## config.mk

```make
export PLATFORM = sky130hd
export DESIGN_NAME = imem_boot_loader
export DESIGN_NICKNAME = d
export VERILOG_FILES = /design/src/rtl/boot_loader_pkg.sv /design/src/rtl/byte_packer.sv /design/src/rtl/imem_boot_loader.sv
export SDC_FILE = /design/constraint.sdc
export NUM_CORES = 1
export LEC_CHECK = 0
export ABC_AREA = 1
export BUFFER_PORTS_ARGS = -buffer_cell sky130_fd_sc_hd__buf_2
export CAP_MARGIN = 20
export CORE_MARGIN = 5
export CORE_UTILIZATION = 39
export CTS_CLUSTER_DIAMETER = 60
export CTS_CLUSTER_SIZE = 24
export DETAILED_ROUTE_END_ITERATION = 10
export GPL_TIMING_DRIVEN = 0
export HOLD_SLACK_MARGIN = 0.08
export PLACE_DENSITY_LB_ADDON = 0.08
export SLEW_MARGIN = 20
export SYNTH_ARGS = -nofsm -noshare
export SYNTH_HDL_FRONTEND = slang
export SYNTH_SLANG_ARGS = --single-unit
```

## constraint.sdc

```tcl
create_clock -name clk -period 4.5 [get_ports clk]
set_input_delay 1.35 -clock clk [delete_from_list [all_inputs] [get_ports clk]]
set_output_delay 1.35 -clock clk [all_outputs]
set_load 0.02 [all_outputs]
```

## src/rtl/boot_loader_pkg.sv

```systemverilog
// Shared types and widths for the instruction-memory boot loader.
package boot_loader_pkg;

  localparam int unsigned WORD_W = 32;
  localparam int unsigned BYTE_W = 8;

  typedef enum logic [2:0] {
    ST_IDLE,
    ST_LEN,
    ST_DATA,
    ST_WRITE,
    ST_CHECK,
    ST_DONE,
    ST_ERROR
  } state_e;

  typedef struct packed {
    logic [WORD_W-1:0] addr;
    logic [WORD_W-1:0] data;
  } imem_wr_t;

endpackage

```

## src/rtl/byte_packer.sv

```systemverilog
// Four-byte big-endian shift register; first byte shifted in ends up in the top byte.
module byte_packer
  import boot_loader_pkg::*;
(
  input  logic              clk,
  input  logic              rst_n,
  input  logic              clear,
  input  logic              shift,
  input  logic [BYTE_W-1:0] shift_data,
  output logic [WORD_W-1:0] word,
  output logic [1:0]        count,
  output logic              word_full
);

  // word_full marks that the most recent shift completed a 4-byte word
  always_ff @(posedge clk or negedge rst_n) begin
    if (!rst_n) begin
      word      <= '0;
      count     <= '0;
      word_full <= 1'b0;
    end else if (clear) begin
      word      <= '0;
      count     <= '0;
      word_full <= 1'b0;
    end else if (shift) begin
      word      <= {word[WORD_W-BYTE_W-1:0], shift_data};
      count     <= count + 2'd1;
      word_full <= (count == 2'd3);
    end
  end

endmodule

```

## src/rtl/imem_boot_loader.sv

```systemverilog
// Loads a framed byte stream into instruction memory and holds the core until
// a complete frame with a matching XOR checksum has been written.
module imem_boot_loader
  import boot_loader_pkg::*;
#(
  parameter int unsigned IMEM_DEPTH = 64,
  parameter logic [31:0] BASE_ADDR  = 32'h0000_0000,
  parameter logic [7:0]  SYNC_BYTE  = 8'hA5
) (
  input  logic        clk,
  input  logic        reset,
  input  logic        in_valid,
  input  logic [7:0]  in_data,
  output logic        in_ready,
  output logic        imem_we,
  output logic [31:0] imem_addr,
  output logic [31:0] imem_wdata,
  output logic        core_hold,
  output logic        done,
  output logic        error
);

  localparam int unsigned IDX_W = $clog2(IMEM_DEPTH + 1);

  state_e             state_q, state_d;
  logic [IDX_W-1:0]   idx_q, idx_d, idx_inc;
  logic [IDX_W-1:0]   len_q, len_d;
  logic [BYTE_W-1:0]  acc_q, acc_d;
  logic               pk_clear, pk_shift, pk_full;
  logic [WORD_W-1:0]  pk_word;
  logic [1:0]         pk_count;
  logic               accept, len_bad;
  imem_wr_t           wr_q, wr_d;
  logic               we_d, done_d, error_d, hold_d;

  byte_packer u_packer (
    .clk        (clk),
    .rst_n      (reset),
    .clear      (pk_clear),
    .shift      (pk_shift),
    .shift_data (in_data),
    .word       (pk_word),
    .count      (pk_count),
    .word_full  (pk_full)
  );

  assign in_ready = !((state_q == ST_WRITE) || (state_q == ST_DONE));
  assign accept   = in_valid && in_ready;
  assign len_bad  = (in_data == 8'h00) || (32'(in_data) > 32'(IMEM_DEPTH));
  assign idx_inc  = idx_q + IDX_W'(1);

  // next-state, datapath updates and registered-output inputs
  always_comb begin
    state_d  = state_q;
    idx_d    = idx_q;
    len_d    = len_q;
    acc_d    = acc_q;
    pk_clear = 1'b0;
    pk_shift = 1'b0;
    we_d     = 1'b0;
    wr_d     = wr_q;

    unique case (state_q)
      ST_IDLE, ST_ERROR: begin
        if (accept && (in_data == SYNC_BYTE)) state_d = ST_LEN;
      end
      ST_LEN: begin
        if (accept) begin
          if (len_bad) begin
            state_d = ST_ERROR;
          end else begin
            len_d    = IDX_W'(in_data);
            idx_d    = '0;
            acc_d    = '0;
            pk_clear = 1'b1;
            state_d  = ST_DATA;
          end
        end
      end
      ST_DATA: begin
        if (accept) begin
          pk_shift = 1'b1;
          acc_d    = acc_q ^ in_data;
          if (pk_count == 2'd3) state_d = ST_WRITE;
        end
      end
      ST_WRITE: begin
        we_d    = pk_full;
        wr_d    = '{addr: BASE_ADDR + (32'(idx_q) << 2), data: pk_word};
        idx_d   = idx_inc;
        state_d = (idx_inc == len_q) ? ST_CHECK : ST_DATA;
      end
      ST_CHECK: begin
        if (accept) state_d = (in_data == acc_q) ? ST_DONE : ST_ERROR;
      end
      ST_DONE: state_d = ST_DONE;
      default: state_d = ST_IDLE;
    endcase

    done_d  = (state_d == ST_DONE);
    error_d = (state_d == ST_ERROR);
    hold_d  = !done_d;
  end

  always_ff @(posedge clk or negedge reset) begin
    if (!reset) begin
      state_q   <= ST_IDLE;
      idx_q     <= '0;
      len_q     <= '0;
      acc_q     <= '0;
      wr_q      <= '{addr: BASE_ADDR, data: '0};
      imem_we   <= 1'b0;
      done      <= 1'b0;
      error     <= 1'b0;
      core_hold <= 1'b1;
    end else begin
      state_q   <= state_d;
      idx_q     <= idx_d;
      len_q     <= len_d;
      acc_q     <= acc_d;
      wr_q      <= wr_d;
      imem_we   <= we_d;
      done      <= done_d;
      error     <= error_d;
      core_hold <= hold_d;
    end
  end

  assign imem_addr  = wr_q.addr;
  assign imem_wdata = wr_q.data;

endmodule

```

# Yosys cells after proc, flatten, opt, wreduce, memory -nomap -nowiden
# Cells that the tools add are included.
[totals] regBits=103 in_bits=11 word_cells=76
[op_classes] n_addsub=2 magnitude_cmp=1 eq_ne=15 mux=28 n_bitwise=2 reduce_logical=15
[op_table] operator="32-bit 2-to-1 mux" count=2
[op_table] operator="8-bit 2-to-1 mux" count=3
[op_table] operator="3-bit 2-to-1 mux" count=7
[op_table] operator="3-bit case mux with 6 select lines" count=1
[op_table] operator="8-bit case mux with 2 select lines" count=1
[op_table] operator="3-bit == test, second input constant" count=5
[op_table] operator="7-bit 2-to-1 mux" count=2
[op_table] operator="7-bit case mux with 2 select lines" count=1
[op_table] operator="8-bit == test" count=1
[op_table] operator="8-bit == test, second input constant" count=1
[op_table] operator="8-bit by 7-bit > comparator with 1-bit output, second input constant" count=1
[op_table] operator="8-bit logical NOT" count=1
[op_table] operator="1-bit 2-to-1 mux" count=8
[op_table] operator="8-bit bitwise XOR" count=1
[op_table] operator="7-bit by 1-bit adder with 7-bit output, second input constant" count=1
[op_table] operator="7-bit == test" count=1
[op_table] operator="3-bit by 2-bit == test with 1-bit output, second input constant" count=2
[op_table] operator="2-bit 2-to-1 mux" count=3
[op_table] operator="2-bit inequality test, second input constant" count=3
[op_table] operator="3-bit AND reduction" count=2
[op_table] operator="2-bit nonzero test" count=3
[op_table] operator="4-bit AND reduction" count=1
[op_table] operator="3-bit by 1-bit == test with 1-bit output, second input constant" count=1
[op_table] operator="3-bit logical NOT" count=1
[op_table] operator="other kinds (7)" count=10

# Logic depth before layout (Yosys ltp)
[depth] depth_word=9 mapped_depth=14 depth_no_buf=14

# Cells and area by module
# A second synthesis with hierarchy kept.
[unflattened] hier_cells=585 area_unflattened_um2=4877.2
[modules_own_cells] module="imem_boot_loader" instances=1 cells_each=431 area_per_inst_um2=3363.2 seq_area_each_um2=1702.9
[modules_own_cells] module="byte_packer" instances=1 cells_each=154 area_per_inst_um2=1514.0 seq_area_each_um2=875.8

# Worst setup path after synthesis
# No wires, ideal clock.
[synth_path] path_kind="input -> register" from="input port in_data[4]" to="register u_packer.word[21]" setup_ps=119 t_arrival_ps=2369 required_ps=4381 setup_slack_ps=2012 cell_stages=10 path_buffers=2 path_cell_list="nor2_1 -> nand3_1 -> nand2_1 -> nand2_1 -> nor2_2 -> a31oi_2 -> buf_4 -> buf_6 -> a22oi_2 -> inv_1"
[synth_via] elab_chain_len=6 word_cells_on_any_way=8 classes_between="1 x order compare; 4 x mux; 3 x reduce/logical"
[synth_lines] element="start, declared" line="imem_boot_loader.sv:13" rtl="input logic [7:0] in_data,"
[synth_lines] element="8-bit by 7-bit > comparator with 1-bit output or 8-bit logical NOT (tied branches)" line="imem_boot_loader.sv:49" rtl="assign len_bad = (in_data == 8'h00) || (32'(in_data) > 32'(IMEM_DEPTH));"
[synth_lines] element="1-bit logical OR (*)" line="imem_boot_loader.sv:49"
[synth_lines] element="1-bit 2-to-1 mux (*)" line="imem_boot_loader.sv:69" rtl="if (len_bad) begin"
[synth_lines] element="1-bit 2-to-1 mux (*)" line="imem_boot_loader.sv:68" rtl="if (accept) begin"
[synth_lines] element="1-bit 2-to-1 mux (*)" line="imem_boot_loader.sv:63" rtl="unique case (state_q)"
[synth_lines] element="32-bit 2-to-1 mux or 2-bit nonzero test (tied branches)"
[synth_lines] element="end signal, assigned" line="byte_packer.sv:26" rtl="word <= {word[WORD_W-BYTE_W-1:0], shift_data};"
[synth_lines] element="end, declared" line="byte_packer.sv:10" rtl="output logic [WORD_W-1:0] word,"
# Every way passes the cells marked *; elsewhere a longest branch is shown, timed or not.
# A chain may end at the register's enable or synchronous reset.

# Final worst setup path
[layout_path] from="register state_q[2]" to="output port in_ready"
[layout_via] elab_chain_len=3 word_cells_on_any_way=4 classes_between="2 x eq/ne; 2 x reduce/logical"
[layout_lines] element="start, declared" line="imem_boot_loader.sv:25" rtl="state_e state_q, state_d;"
[layout_lines] element="start signal, assigned" line="imem_boot_loader.sv:117" rtl="state_q <= state_d;"
[layout_lines] element="3-bit by 2-bit == test with 1-bit output or 3-bit == test (tied branches)" line="imem_boot_loader.sv:47" rtl="assign in_ready = !((state_q == ST_WRITE) || (state_q == ST_DONE));"
[layout_lines] element="1-bit logical OR (*)" line="imem_boot_loader.sv:47"
[layout_lines] element="1-bit logical NOT (*)" line="imem_boot_loader.sv:47"
[layout_lines] element="end, declared" line="imem_boot_loader.sv:14" rtl="output logic in_ready,"
# Marks and branches as above.

==> run_results.csv <==
group,metric,value,unit
status,status,"completed",
timing,setup_viol,0,
flow_run,cap_violations,0,
cts,cts_setup_buffers,0,
drt,ant_nets,0,
drt,first_iter_violations,171,
timing,fin_skew,8.29,ps
floorplan,initial_core_util,39.4,%
drt,drt_pass1_iterations,4,
global_route,grt_max_degree,74,
synthesis,syn_area,4680,um2
critical_path,slowest_delay,490,ps
synthesis,syn_inst,519,
drt,drcViolationCount,0,
cts,root_buffer,"clkbuf_16",
cells_and_area,drive_gt1_share,20.4,%
global_route,grt_pass1_vias,3633,
critical_path,path_max_fanout,7,
place,portBuffers,54,
drt,routed-via-count,3482,
cts,cts-buffers-inserted,9,
cells_and_area,diodes,0,
cells_and_area,final_util,46.7,%
critical_path,critical_path.startpoint_type,"flip-flop",
synthesis,syn_avg_cell_area,9.01,um2
floorplan,die_y,120,um
timing,rsz0062_at_grt,"false",
synthesis,seq_area_frac_synth,55.1,%
global_route,grt_antenna_before_repair,0,
cts,cts_max_level,3,
cts,clock-sinks,103,
cts,path_clk_slew,80,ps
cells_and_area,nets,623,
floorplan,die_w,120,um
drt,avgViaCountPerCell,4.58,
cts,cts_tree,"done",
critical_path,crit_chain,"inv_2 > nand3_1 > nand2_2 > inv_1 > buf_2",
synthesis,yosys_warnings,0,
floorplan,core_area,11900,um2
timing,fmax,363,MHz
timing,finalCriticalPeriod,2760,ps
power_and_ir_drop,irDropWorstVdd,0.219,mV
synthesis,synth_seq_cells,103,
cells_and_area,area_growth,18.5,%
global_route,grt_pass1_wl,18200,um
critical_path,cp_data_arrival_time,1410,ps
timing,period_share,61.3,%
critical_path,crit_path_end_kind,"output pin",
place,dp_hpwl,7650,um
critical_path,cp_slowest_cell,"dfrtp_1",
drt,wirelength,10400,um
global_route,overflow,0,
cells_and_area,nFillCells,1205,
min_path,hp-class,"flip-flop to flip-flop",
timing,hold_viol,0,
timing,drv_slew,0,
cells_and_area,regArea,2580,um2
timing,slew_headroom,56.1,%
power_and_ir_drop,powerDensity,323,nW/um2
critical_path,cp.required,3150,ps
place,placed_area,5260,um2
power_and_ir_drop,power,1.79,mW
cts,clk_latency,350,ps
timing,setup_tns,0,ps
global_route,grtUsageTotal,15.9,%
place,gp_congestion,0.768,
cts,cts-resized-gates,0,
floorplan,row_count,40,
power_and_ir_drop,leakage,3.29,nW
timing,tightest_slew,657,ps
cells_and_area,finish.instance_area,5540,um2
floorplan,ios,80,
cells_and_area,multiInputGateArea,1670,um2
critical_path,setup.worst_path.class,"flip-flop to output pin",
timing,timing.hold.ws,476,ps
cts,clk_path_buf_depth,2,
cts,postCtsHoldBufs,0,
drt,wl_per_cell,13.6,um
floorplan,die_area,14300,um2
synthesis,yosys.cell_types.count,42,
[per-stage QoR]
| stage | cells | worst slack (ps) |
|---|---|---|
| after floorplan | 543 | 2010 |
| after global placement | 744 | 867 |
| after detailed placement | 745 | 1510 |
| after CTS | 761 | 1740 |
| after global routing | 761 | 1670 |
| final | 761 | 1740 |
[worst paths after layout]
path / start / to / slack, ps / cells after the start
worst min register to register: imem_wdata[23]$_DFFE_PN0P_ / imem_wdata[23]$_DFFE_PN0P_ / 480 / 2
worst min-delay path: imem_wdata[23]$_DFFE_PN0P_ / imem_wdata[23]$_DFFE_PN0P_ / 480 / 2
min in group asynchronous: reset / imem_addr[3]$_DFFE_PN0P_ / 880 / 1
worst max register to register: state_q[2]$_DFF_PN0_ / imem_wdata[14]$_DFFE_PN0P_ / 2480 / 7
max in group asynchronous: reset / u_packer.word_full$_DFFE_PN0P_ / 2970 / 2
worst max-delay path: state_q[2]$_DFF_PN0_ / in_ready / 1740 / 5
[worst max-delay path: cells and delay by family (launching register included)]
| family | cells | cell delay, ps |
|---|---|---|
| flops | 1 | 490 |
| buf+inv | 3 | 350 |
| simple gates | 2 | 230 |
[layout by cell type, fill, tap and decap left out, types with 4 or more instances in the layout]
cell,instances
xnor2_1,8
dfrtp_1,102
nor2_1,22
a22oi_1,30
a21oi_1,4
inv_1,63
buf_4,26
buf_1,4
o22ai_1,6
clkbuf_1,6
nand3_1,16
buf_2,59
o31ai_1,8
clkbuf_16,9
conb_1,25
o21ai_0,14
nand2_1,167
[where the power goes]
part           switching, mW  total (mW)  internal, mW
Sequential           0.00630       0.939         0.933
Combinational         0.0587      0.0906        0.0319
Clock                  0.374       0.762         0.388
[registers in the layout (all words and copies together) (netlist names)]
signal,count
len_q,7
u_packer.count,2
acc_q,8
core_hold,1
imem_wdata,32
imem_addr,7
imem_we,1
state_q,3
u_packer.word_full,1
idx_q,7
done,1
error,1
u_packer.word,32
[area by class of cell]
| cell class | instances | area share, % |
|---|---|---|
| inverter | 66 | 4.47 |
| tap | 147 | 3.32 |
| buffer | 43 | 4.94 |
| timing repair buffer | 55 | 5.49 |
| clock buffer | 9 | 4.06 |
| sequential | 103 | 46.5 |
| clock inverter | 7 | 1.13 |
| multi-input combinational | 331 | 30.1 |
[cell usage after synthesis, drive strengths merged]
cell	instances	share of area [%]
o31ai	8	1.3
nor3	2	0.45
a21oi	5	0.62
inv	65	5.2
or2	1	0.13
a31o	1	0.19
nand2	169	14
nand3	16	1.7
o21bai	1	0.16
buf	37	5.4
nor2	27	2.9
a21boi	2	0.32
dfrtp	102	55
clkbuf	6	0.48
xnor2	8	1.5
nand4	2	0.27
nand3b	2	0.32
a31oi	1	0.27
and2	1	0.13
conb	1	0.080
a22oi	32	5.4
o21ai	15	1.7
xor2	1	0.19
o22ai	6	0.80
clkinv	1	0.080
dfstp	1	0.56
ha	3	0.80
mux2	3	0.72
[kinds of logic (layout without fill, tap and decap cells)]
| kind of cell | Yosys count | in the layout | share of synthesized area [%] |
|---|---|---|---|
| AOI/OAI and AO/OA | 71 | 71 | 10.7 |
| xor gates and xnor gates | 9 | 9 | 1.69 |
| adders and majority gates | 3 | 3 | 0.803 |
| buffers and inverters | 109 | 180 | 11.2 |
| DFF | 103 | 103 | 55.1 |
| muxes | 3 | 3 | 0.722 |
| other | 1 | 25 | 0.0802 |
| and+or+nand+nor | 220 | 220 | 19.7 |
[per-layer routing]
metal  wire length [um]  vias up  GRT usage, %
met5                  0        -             0
met4                119        0          5.15
met3                387        9          2.87
met2               5070       49          26.7
met1               4790     1654          20.8
li1                   -     1770             -
(Power assumes the default switching activity.)
